===== config.mk =====
export PLATFORM = sky130hd
export DESIGN_NAME = instr_encoder_flat
export DESIGN_NICKNAME = d
export VERILOG_FILES = /design/src/rtl/instr_encoder_if.sv /design/src/rtl/instr_encoder.sv /design/src/flat_wrapper.sv
export SDC_FILE = /design/constraint.sdc
export NUM_CORES = 1
export LEC_CHECK = 0
export CORE_ASPECT_RATIO = 1.5
export CORE_UTILIZATION = 47
export CTS_CLUSTER_DIAMETER = 80
export DETAILED_ROUTE_END_ITERATION = 8
export GPL_TIMING_DRIVEN = 0
export PLACE_DENSITY_LB_ADDON = 0.05
export SKIP_LAST_GASP = 1
export SLEW_MARGIN = 10
export SYNTH_ARGS = -nofsm -noshare
export SYNTH_HDL_FRONTEND = slang
export SYNTH_SLANG_ARGS = --single-unit

===== constraint.sdc =====
create_clock -name clk -period 11.6 [get_ports clk]
set_input_delay 2.32 -clock clk [delete_from_list [all_inputs] [get_ports clk]]
set_output_delay 2.32 -clock clk [all_outputs]
set_load 0.05 [all_outputs]

===== src/rtl/instr_encoder_if.sv =====
// Request, instruction-memory write and status signals of the RV32I instruction encoder.
// The encoder takes the slave view; the host that issues requests and owns IM takes the master view.
interface instr_encoder_if #(
    parameter int ADDR_WIDTH = 10
);
    logic                  req_valid;
    logic                  req_ready;
    logic [5:0]            req_id;
    logic [4:0]            req_rd;
    logic [4:0]            req_rs1;
    logic [4:0]            req_rs2;
    logic [31:0]           req_imm;
    logic                  im_wr_valid;
    logic                  im_wr_ready;
    logic [ADDR_WIDTH-1:0] im_addr;
    logic [31:0]           im_wdata;
    logic                  err_valid;
    logic [1:0]            err_code;
    logic [15:0]           word_cnt;

    modport master (
        output req_valid, req_id, req_rd, req_rs1, req_rs2, req_imm, im_wr_ready,
        input  req_ready, im_wr_valid, im_addr, im_wdata, err_valid, err_code, word_cnt
    );

    modport slave (
        input  req_valid, req_id, req_rd, req_rs1, req_rs2, req_imm, im_wr_ready,
        output req_ready, im_wr_valid, im_addr, im_wdata, err_valid, err_code, word_cnt
    );
endinterface


===== src/rtl/instr_encoder.sv =====
// Sequential RV32I instruction encoder: packs an instruction id plus register/immediate fields
// into a 32-bit word and writes it to instruction memory at consecutive word addresses.
module instr_encoder #(
    parameter int                    ADDR_WIDTH = 10,
    parameter logic [ADDR_WIDTH-1:0] BASE_ADDR  = {ADDR_WIDTH{1'b0}}
) (
    input  logic            clk,
    input  logic            rst,
    input  logic            clr,
    instr_encoder_if.slave  bus
);
    typedef enum logic [1:0] {
        S_IDLE  = 2'b00,
        S_ENC   = 2'b01,
        S_WRITE = 2'b10
    } state_t;

    typedef enum logic [2:0] {
        F_R  = 3'd0,
        F_I  = 3'd1,
        F_SH = 3'd2,
        F_S  = 3'd3,
        F_B  = 3'd4,
        F_J  = 3'd5,
        F_U  = 3'd6
    } fmt_t;

    localparam logic [6:0] OP_R      = 7'b0110011;
    localparam logic [6:0] OP_IMM    = 7'b0010011;
    localparam logic [6:0] OP_LOAD   = 7'b0000011;
    localparam logic [6:0] OP_STORE  = 7'b0100011;
    localparam logic [6:0] OP_BRANCH = 7'b1100011;
    localparam logic [6:0] OP_JAL    = 7'b1101111;
    localparam logic [6:0] OP_JALR   = 7'b1100111;
    localparam logic [6:0] OP_LUI    = 7'b0110111;
    localparam logic [6:0] OP_AUIPC  = 7'b0010111;

    localparam logic [6:0] F7_ZERO = 7'b0000000;
    localparam logic [6:0] F7_ALT  = 7'b0100000;

    localparam logic [1:0] ERR_NONE    = 2'b00;
    localparam logic [1:0] ERR_ILLEGAL = 2'b01;
    localparam logic [1:0] ERR_RANGE   = 2'b10;
    localparam logic [1:0] ERR_ALIGN   = 2'b11;

    localparam logic [ADDR_WIDTH-1:0] ADDR_STEP = {{(ADDR_WIDTH-3){1'b0}}, 3'd4};

    state_t                state_r;
    state_t                state_nx_s;
    logic [5:0]            id_r;
    logic [4:0]            rd_r;
    logic [4:0]            rs1_r;
    logic [4:0]            rs2_r;
    logic [31:0]           imm_r;
    logic                  req_ready_r;
    logic                  wr_valid_r;
    logic [ADDR_WIDTH-1:0] addr_r;
    logic [31:0]           wdata_r;
    logic                  err_valid_r;
    logic [1:0]            err_code_r;
    logic [15:0]           word_cnt_r;

    fmt_t                  fmt_s;
    logic [6:0]            opc_s;
    logic [2:0]            f3_s;
    logic [6:0]            f7_s;
    logic                  illegal_s;
    logic                  misalign_s;
    logic                  range_s;
    logic [31:0]           word_s;
    logic [1:0]            code_s;
    logic                  accept_s;

    // Immediate fits a signed field whose top bit is imm[lsb_of_sign]; all higher bits must match it.
    function automatic logic fits_i(input logic [31:0] v);
        return (v[31:11] == 21'h000000) || (v[31:11] == 21'h1FFFFF);
    endfunction

    function automatic logic fits_b(input logic [31:0] v);
        return (v[31:12] == 20'h00000) || (v[31:12] == 20'hFFFFF);
    endfunction

    function automatic logic fits_j(input logic [31:0] v);
        return (v[31:20] == 12'h000) || (v[31:20] == 12'hFFF);
    endfunction

    assign accept_s = bus.req_valid && req_ready_r && (state_r == S_IDLE);

    // Instruction id to format, opcode and function fields.
    always_comb begin
        fmt_s     = F_R;
        opc_s     = OP_R;
        f3_s      = 3'b000;
        f7_s      = F7_ZERO;
        illegal_s = 1'b0;
        case (id_r)
            6'd0:  begin fmt_s = F_R;  f3_s = 3'b000; end
            6'd1:  begin fmt_s = F_R;  f3_s = 3'b000; f7_s = F7_ALT; end
            6'd2:  begin fmt_s = F_R;  f3_s = 3'b111; end
            6'd3:  begin fmt_s = F_R;  f3_s = 3'b110; end
            6'd4:  begin fmt_s = F_R;  f3_s = 3'b100; end
            6'd5:  begin fmt_s = F_R;  f3_s = 3'b001; end
            6'd6:  begin fmt_s = F_R;  f3_s = 3'b101; end
            6'd7:  begin fmt_s = F_R;  f3_s = 3'b101; f7_s = F7_ALT; end
            6'd8:  begin fmt_s = F_R;  f3_s = 3'b010; end
            6'd9:  begin fmt_s = F_R;  f3_s = 3'b011; end
            6'd10: begin fmt_s = F_I;  opc_s = OP_IMM; f3_s = 3'b000; end
            6'd11: begin fmt_s = F_I;  opc_s = OP_IMM; f3_s = 3'b111; end
            6'd12: begin fmt_s = F_I;  opc_s = OP_IMM; f3_s = 3'b110; end
            6'd13: begin fmt_s = F_I;  opc_s = OP_IMM; f3_s = 3'b100; end
            6'd14: begin fmt_s = F_SH; opc_s = OP_IMM; f3_s = 3'b001; end
            6'd15: begin fmt_s = F_SH; opc_s = OP_IMM; f3_s = 3'b101; end
            6'd16: begin fmt_s = F_SH; opc_s = OP_IMM; f3_s = 3'b101; f7_s = F7_ALT; end
            6'd17: begin fmt_s = F_I;  opc_s = OP_IMM; f3_s = 3'b010; end
            6'd18: begin fmt_s = F_I;  opc_s = OP_IMM; f3_s = 3'b011; end
            6'd19: begin fmt_s = F_I;  opc_s = OP_LOAD; f3_s = 3'b000; end
            6'd20: begin fmt_s = F_I;  opc_s = OP_LOAD; f3_s = 3'b100; end
            6'd21: begin fmt_s = F_I;  opc_s = OP_LOAD; f3_s = 3'b001; end
            6'd22: begin fmt_s = F_I;  opc_s = OP_LOAD; f3_s = 3'b101; end
            6'd23: begin fmt_s = F_I;  opc_s = OP_LOAD; f3_s = 3'b010; end
            6'd24: begin fmt_s = F_S;  opc_s = OP_STORE; f3_s = 3'b000; end
            6'd25: begin fmt_s = F_S;  opc_s = OP_STORE; f3_s = 3'b001; end
            6'd26: begin fmt_s = F_S;  opc_s = OP_STORE; f3_s = 3'b010; end
            6'd27: begin fmt_s = F_B;  opc_s = OP_BRANCH; f3_s = 3'b000; end
            6'd28: begin fmt_s = F_B;  opc_s = OP_BRANCH; f3_s = 3'b001; end
            6'd29: begin fmt_s = F_B;  opc_s = OP_BRANCH; f3_s = 3'b100; end
            6'd30: begin fmt_s = F_B;  opc_s = OP_BRANCH; f3_s = 3'b101; end
            6'd31: begin fmt_s = F_B;  opc_s = OP_BRANCH; f3_s = 3'b110; end
            6'd32: begin fmt_s = F_B;  opc_s = OP_BRANCH; f3_s = 3'b111; end
            6'd33: begin fmt_s = F_J;  opc_s = OP_JAL; end
            6'd34: begin fmt_s = F_I;  opc_s = OP_JALR; f3_s = 3'b000; end
            6'd35: begin fmt_s = F_U;  opc_s = OP_LUI; end
            6'd36: begin fmt_s = F_U;  opc_s = OP_AUIPC; end
            default: illegal_s = 1'b1;
        endcase
    end

    // Field packing plus per-format immediate checks; error priority illegal > misaligned > range.
    always_comb begin
        word_s     = 32'h0000_0000;
        misalign_s = 1'b0;
        range_s    = 1'b0;
        case (fmt_s)
            F_R: word_s = {f7_s, rs2_r, rs1_r, f3_s, rd_r, opc_s};
            F_I: begin
                word_s  = {imm_r[11:0], rs1_r, f3_s, rd_r, opc_s};
                range_s = !fits_i(imm_r);
            end
            F_SH: begin
                word_s  = {f7_s, imm_r[4:0], rs1_r, f3_s, rd_r, opc_s};
                range_s = (imm_r[31:5] != 27'h0000000);
            end
            F_S: begin
                word_s  = {imm_r[11:5], rs2_r, rs1_r, f3_s, imm_r[4:0], opc_s};
                range_s = !fits_i(imm_r);
            end
            F_B: begin
                word_s     = {imm_r[12], imm_r[10:5], rs2_r, rs1_r, f3_s,
                              imm_r[4:1], imm_r[11], opc_s};
                misalign_s = imm_r[0];
                range_s    = !fits_b(imm_r);
            end
            F_J: begin
                word_s     = {imm_r[20], imm_r[10:1], imm_r[11], imm_r[19:12], rd_r, opc_s};
                misalign_s = imm_r[0];
                range_s    = !fits_j(imm_r);
            end
            F_U: begin
                word_s     = {imm_r[31:12], rd_r, opc_s};
                misalign_s = (imm_r[11:0] != 12'h000);
            end
            default: word_s = 32'h0000_0000;
        endcase

        if (illegal_s) begin
            code_s = ERR_ILLEGAL;
        end else if (misalign_s) begin
            code_s = ERR_ALIGN;
        end else if (range_s) begin
            code_s = ERR_RANGE;
        end else begin
            code_s = ERR_NONE;
        end
    end

    // Next-state logic.
    always_comb begin
        state_nx_s = state_r;
        case (state_r)
            S_IDLE: begin
                if (accept_s) begin
                    state_nx_s = S_ENC;
                end else begin
                    state_nx_s = S_IDLE;
                end
            end
            S_ENC: begin
                if (code_s != ERR_NONE) begin
                    state_nx_s = S_IDLE;
                end else begin
                    state_nx_s = S_WRITE;
                end
            end
            S_WRITE: begin
                if (bus.im_wr_ready) begin
                    state_nx_s = S_IDLE;
                end else begin
                    state_nx_s = S_WRITE;
                end
            end
            default: state_nx_s = S_IDLE;
        endcase
    end

    // State register.
    always_ff @(posedge clk or posedge rst) begin
        if (rst) begin
            state_r <= S_IDLE;
        end else begin
            state_r <= state_nx_s;
        end
    end

    // Request latch, registered outputs, address and word counter.
    always_ff @(posedge clk or posedge rst) begin
        if (rst) begin
            id_r        <= 6'd0;
            rd_r        <= 5'd0;
            rs1_r       <= 5'd0;
            rs2_r       <= 5'd0;
            imm_r       <= 32'h0000_0000;
            req_ready_r <= 1'b1;
            wr_valid_r  <= 1'b0;
            addr_r      <= BASE_ADDR;
            wdata_r     <= 32'h0000_0000;
            err_valid_r <= 1'b0;
            err_code_r  <= 2'b00;
            word_cnt_r  <= 16'd0;
        end else begin
            case (state_r)
                S_IDLE: begin
                    err_valid_r <= 1'b0;
                    // clr lands before an accepted request, so that request writes to BASE_ADDR.
                    if (clr) begin
                        addr_r     <= BASE_ADDR;
                        word_cnt_r <= 16'd0;
                    end
                    if (accept_s) begin
                        id_r        <= bus.req_id;
                        rd_r        <= bus.req_rd;
                        rs1_r       <= bus.req_rs1;
                        rs2_r       <= bus.req_rs2;
                        imm_r       <= bus.req_imm;
                        req_ready_r <= 1'b0;
                    end
                end
                S_ENC: begin
                    if (code_s != ERR_NONE) begin
                        err_valid_r <= 1'b1;
                        err_code_r  <= code_s;
                        req_ready_r <= 1'b1;
                    end else begin
                        wdata_r    <= word_s;
                        wr_valid_r <= 1'b1;
                    end
                end
                S_WRITE: begin
                    if (bus.im_wr_ready) begin
                        wr_valid_r  <= 1'b0;
                        addr_r      <= addr_r + ADDR_STEP;
                        word_cnt_r  <= word_cnt_r + 16'd1;
                        req_ready_r <= 1'b1;
                    end
                end
                default: begin
                    wr_valid_r  <= 1'b0;
                    err_valid_r <= 1'b0;
                    req_ready_r <= 1'b1;
                end
            endcase
        end
    end

    assign bus.req_ready   = req_ready_r;
    assign bus.im_wr_valid = wr_valid_r;
    assign bus.im_addr     = addr_r;
    assign bus.im_wdata    = wdata_r;
    assign bus.err_valid   = err_valid_r;
    assign bus.err_code    = err_code_r;
    assign bus.word_cnt    = word_cnt_r;

endmodule


===== src/flat_wrapper.sv =====
// flat-port wrapper written by rule: the top's interface ports become plain ports
module instr_encoder_flat 
#(
    parameter int                    ADDR_WIDTH = 10,
    parameter logic [ADDR_WIDTH-1:0] BASE_ADDR  = {ADDR_WIDTH{1'b0}}
)
  (clk, rst, clr, bus_req_valid, bus_req_id, bus_req_rd, bus_req_rs1, bus_req_rs2, bus_req_imm, bus_im_wr_ready, bus_req_ready, bus_im_wr_valid, bus_im_addr, bus_im_wdata, bus_err_valid, bus_err_code, bus_word_cnt);
  instr_encoder_if #(.ADDR_WIDTH(ADDR_WIDTH)) bus_i ();
  input  logic clk;
  input  logic rst;
  input  logic clr;
  input wire logic [$bits(bus_i.req_valid)-1:0] bus_req_valid;
  input wire logic [$bits(bus_i.req_id)-1:0] bus_req_id;
  input wire logic [$bits(bus_i.req_rd)-1:0] bus_req_rd;
  input wire logic [$bits(bus_i.req_rs1)-1:0] bus_req_rs1;
  input wire logic [$bits(bus_i.req_rs2)-1:0] bus_req_rs2;
  input wire logic [$bits(bus_i.req_imm)-1:0] bus_req_imm;
  input wire logic [$bits(bus_i.im_wr_ready)-1:0] bus_im_wr_ready;
  output wire logic [$bits(bus_i.req_ready)-1:0] bus_req_ready;
  output wire logic [$bits(bus_i.im_wr_valid)-1:0] bus_im_wr_valid;
  output wire logic [$bits(bus_i.im_addr)-1:0] bus_im_addr;
  output wire logic [$bits(bus_i.im_wdata)-1:0] bus_im_wdata;
  output wire logic [$bits(bus_i.err_valid)-1:0] bus_err_valid;
  output wire logic [$bits(bus_i.err_code)-1:0] bus_err_code;
  output wire logic [$bits(bus_i.word_cnt)-1:0] bus_word_cnt;
  assign bus_i.req_valid = bus_req_valid;
  assign bus_i.req_id = bus_req_id;
  assign bus_i.req_rd = bus_req_rd;
  assign bus_i.req_rs1 = bus_req_rs1;
  assign bus_i.req_rs2 = bus_req_rs2;
  assign bus_i.req_imm = bus_req_imm;
  assign bus_i.im_wr_ready = bus_im_wr_ready;
  assign bus_req_ready = bus_i.req_ready;
  assign bus_im_wr_valid = bus_i.im_wr_valid;
  assign bus_im_addr = bus_i.im_addr;
  assign bus_im_wdata = bus_i.im_wdata;
  assign bus_err_valid = bus_i.err_valid;
  assign bus_err_code = bus_i.err_code;
  assign bus_word_cnt = bus_i.word_cnt;
  instr_encoder #(.ADDR_WIDTH(ADDR_WIDTH), .BASE_ADDR(BASE_ADDR)) u_core (.clk(clk), .rst(rst), .clr(clr), .bus(bus_i));
endmodule

==> metrics <==
number of pins with negative max-slew slack in the final report=0; number of antenna diodes=0; startpoint type of the worst setup path=input port; Max Cap Violations=0; headroom to the max-slew limit=35.28%; share of total power consumed by net switching=20.24%; total standard cell area after synthesis=0.005738 sq mm; clock latency reported for the late side of the worst-skew pair=0.41 ns; critical path data required time=11.90 ns; setup tns final=0 ns; Max Freq=219.7 MHz; most used flip-flop cell after synthesis=dfrtp_1; aggregate global routing overflow=0; estimated wirelength of the detail-placed design=10810 um; Ys Warns=0; mean cell area of the mapped netlist=10.79 sq um; Sink Count=115; Die X-Extent=between 90 and 100 um; sequential element share of the synthesized area=50.17%; Filler cells=1010; footprint of the multi-input gates=0.002645 sq mm; critical path type=in -> reg; drt via density=5.601; Distinct cells, synth=58; maximum number of pins on one net before global-route repair=80; synthesized flop and latch total=around 120; number of placement rows=49; final RePlAce weighted congestion=0.8802; fraction of layout instances using a drive strength above 1=between 10% and 20%; power density over the cells=about 120 mW/mm^2; number of CTS-inserted buffers=17; slew at the pin closest to its max-slew limit=0.9574 ns; number of top-level pins=121; routed vias=4671; fraction of power consumed by combinational cells=approximately 3.5%; core outline area=0.01196 sq mm; initial antenna violation count=0; post-cts repair resize count=0; Setup Viol. Count Final=0; RSZ-0062 raised after global routing=no; clock-pin slew reported for the worst setup and hold paths after clock tree synthesis=0.05 ns; Max stage delay on crit path=0.65 ns; sequential cell area=0.002879 sq mm; share of the clock period used by the worst path=39.24%; Sequential Power Share=42.1%; number of enable flip-flop cells after synthesis=0; peak ir drop on the vdd network=0.09979 mV; buffer cell driving the clock tree root=clkbuf_16; cells after synthesis=~530; Starting DRT DRC Count=392; Starting Density=48.00%; all-layer global routing usage=24.78%; biggest fanout along the worst timing path=10; Final Routed Wirelength=14660 um; cell-internal power=between 0.0007 and 0.0008 W; post-route clock skew=0.008899 ns; quantity of I/O buffers inserted on ports=117; CP arrival=4.85 ns; buffers inserted by post-CTS timing repair=0; post-layout net count=730; leakage power=3.474 nW; Die H=137.3 um; relative contribution of the clock network to total power=54.4%; number of buffers on the longest clock path=2; drc violations=0; min Tclk post-route=4.551 ns; status=completed; critical path endpoint category=flip-flop; hold-fix buffers at CTS=0; average detailed-routed wire length per instance=17.58 um; number of global-route vias before repair=4695; cell seen most often among critical-path stages=clkbuf_1; Area Growth Syn to Fin=34.76%; Net Sw Power=~0.00019 W; number of levels the H-tree was split into=4; Power Total=0.0009547 W; full die area=0.01266 sq mm; TritonCTS clock tree=yes; count of antenna-violating nets left after detailed routing=0; slowest library cell on the worst path=clkbuf_1; global-route wire length before repair=about 24000 um; proportion of register bits with asynchronous set or reset after synthesis=100.0%; Tightest Hold Check Type=reg -> reg; Final Hold Vio Count=0; first-pass detailed-route iteration total=4; cell-by-cell trace of the critical path=clkdlybuf4s50_1 -> nand2_1 -> nor3_1 -> clkbuf_1 -> clkbuf_1 -> mux2_2
[cells in the mapped netlist, types with 4 or more instances]
cell type  number  share of area (%)
nor4_1          5               0.55
nor2_1         40                2.6
nand2_1        49                3.2
a22o_1          8                1.2
dfrtp_1       114                 50
a21oi_1        17                1.5
clkbuf_1       22                1.4
nand3_1        11               0.96
a221o_1         5               0.87
buf_4           4               0.52
nor3b_1         4               0.52
nand4_1        11                1.2
a32o_1          4               0.70
mux2_2         81                 16
o21ai_0        22                1.9
inv_1          14               0.92
nand2b_1        6               0.65
and3_1         10                1.1
o22ai_1         4               0.44
a21o_1          6               0.78
nor3_1         14                1.2
xor2_1          9                1.4
mux2i_1         6                1.0
xnor2_1         8                1.2
nor2b_1         4               0.44
[path summary, 6_finish.rpt]
path | start | to | slack, ns | cells past startpoint
worst max-delay path | bus_req_valid | u_core.imm_r[10] | 7.05 | 6
worst min-delay path | u_core.bus.im_wr_valid | u_core.bus.im_wr_valid | 0.50 | 1
worst max register to register | u_core.imm_r[11] | u_core.bus.im_wdata[10] | 8.49 | 7
worst min register to register | u_core.bus.im_wr_valid | u_core.bus.im_wr_valid | 0.50 | 1
max in group asynchronous | rst | u_core.bus.req_ready | 8.60 | 3
min in group asynchronous | rst | u_core.bus.im_wdata[14] | 2.27 | 2
[logic make-up after synthesis]
family	Yosys count	share of synthesized area (%)
AOI/OAI and AO/OA	90	10.90
other	1	0.06535
and+or+nand+nor	173	15.09
xor gates and xnor gates	17	2.595
DFF	115	50.17
muxes	87	16.94
adders and majority gates	2	0.4360
buffers and inverters	47	3.794
[placed cells by master (no fill, tap or decap), types with 13 or more instances in the layout]
cell type / count
clkbuf_16: 17
inv_1: 13
nor2_1: 40
dfrtp_1: 114
o21ai_0: 22
a21oi_1: 17
nor3_1: 14
clkdlybuf4s50_1: 117
clkbuf_1: 22
nand2_1: 49
mux2_2: 81
[critical path, delay by kind of cell]
family,cells,cell delay (ns)
and+or+nand+nor,2,0.34
muxes,1,0.41
buffers and inverters,3,1.77
[metal layers]
layer | part of all wire [%] | wire [um] | vias to the layer above | track usage (%)
li1 | - | - | 2198 | -
met1 | 40 | 5825 | 2309 | 27.85
met2 | 53 | 7833 | 143 | 44.78
met3 | 4.1 | 597 | 21 | 4.470
met4 | 2.8 | 406 | 0 | 12.59
met5 | 0 | 0 | - | 0
[per-stage QoR]
| step | area [sq um] | util [%] | cells | hold slack [ns] | setup slack, ns |
|---|---|---|---|---|---|
| finish | 7732 | 64.68 | 834 | 0.4988 | 7.049 |
| global route | 7732 | 64.68 | 834 | 0.5090 | 6.953 |
| CTS | 7732 | 64.68 | 834 | 0.5008 | 7.091 |
| detailed placement | 7137 | 59.70 | 804 | 0.4887 | 6.666 |
| global placement | 7104 | 59.42 | 803 | 0.4834 | 4.562 |
| floorplan | 5742 | - | 533 | 0.4722 | 6.238 |
[state kept, by name, summed over array words and instances, names as in the netlist, 2 cells and up]
signal / count
u_core.bus.err_code: 2
u_core.rd_r: 5
u_core.imm_r: 32
u_core.rs1_r: 5
u_core.rs2_r: 5
u_core.bus.word_cnt: 16
u_core.id_r: 6
u_core.bus.im_addr: 8
u_core.state_r: 2
u_core.bus.im_wdata: 31
[final cells by class]
cell class / count / share of cell area [%]
multi-input cells: 371 / 34.21
plain buffers: 33 / 2.136
repair buffers: 118 / 15.50
flip-flops and latches: 115 / 37.23
clock inverters: 8 / 1.311
clock buffers: 22 / 6.392
well taps: 153 / 2.476
inverters: 14 / 0.7443
[power groups by stage]
stage               sequential (W)  combinational, W  clock, W
floorplan                 0.000409         0.0000102         0
global placement          0.000409         0.0000328         0
detailed placement        0.000408         0.0000343         0
CTS                       0.000402         0.0000344  0.000526
global route              0.000401         0.0000370  0.000544
finish                    0.000402         0.0000336  0.000519
Power figures use the tool's default switching activity.
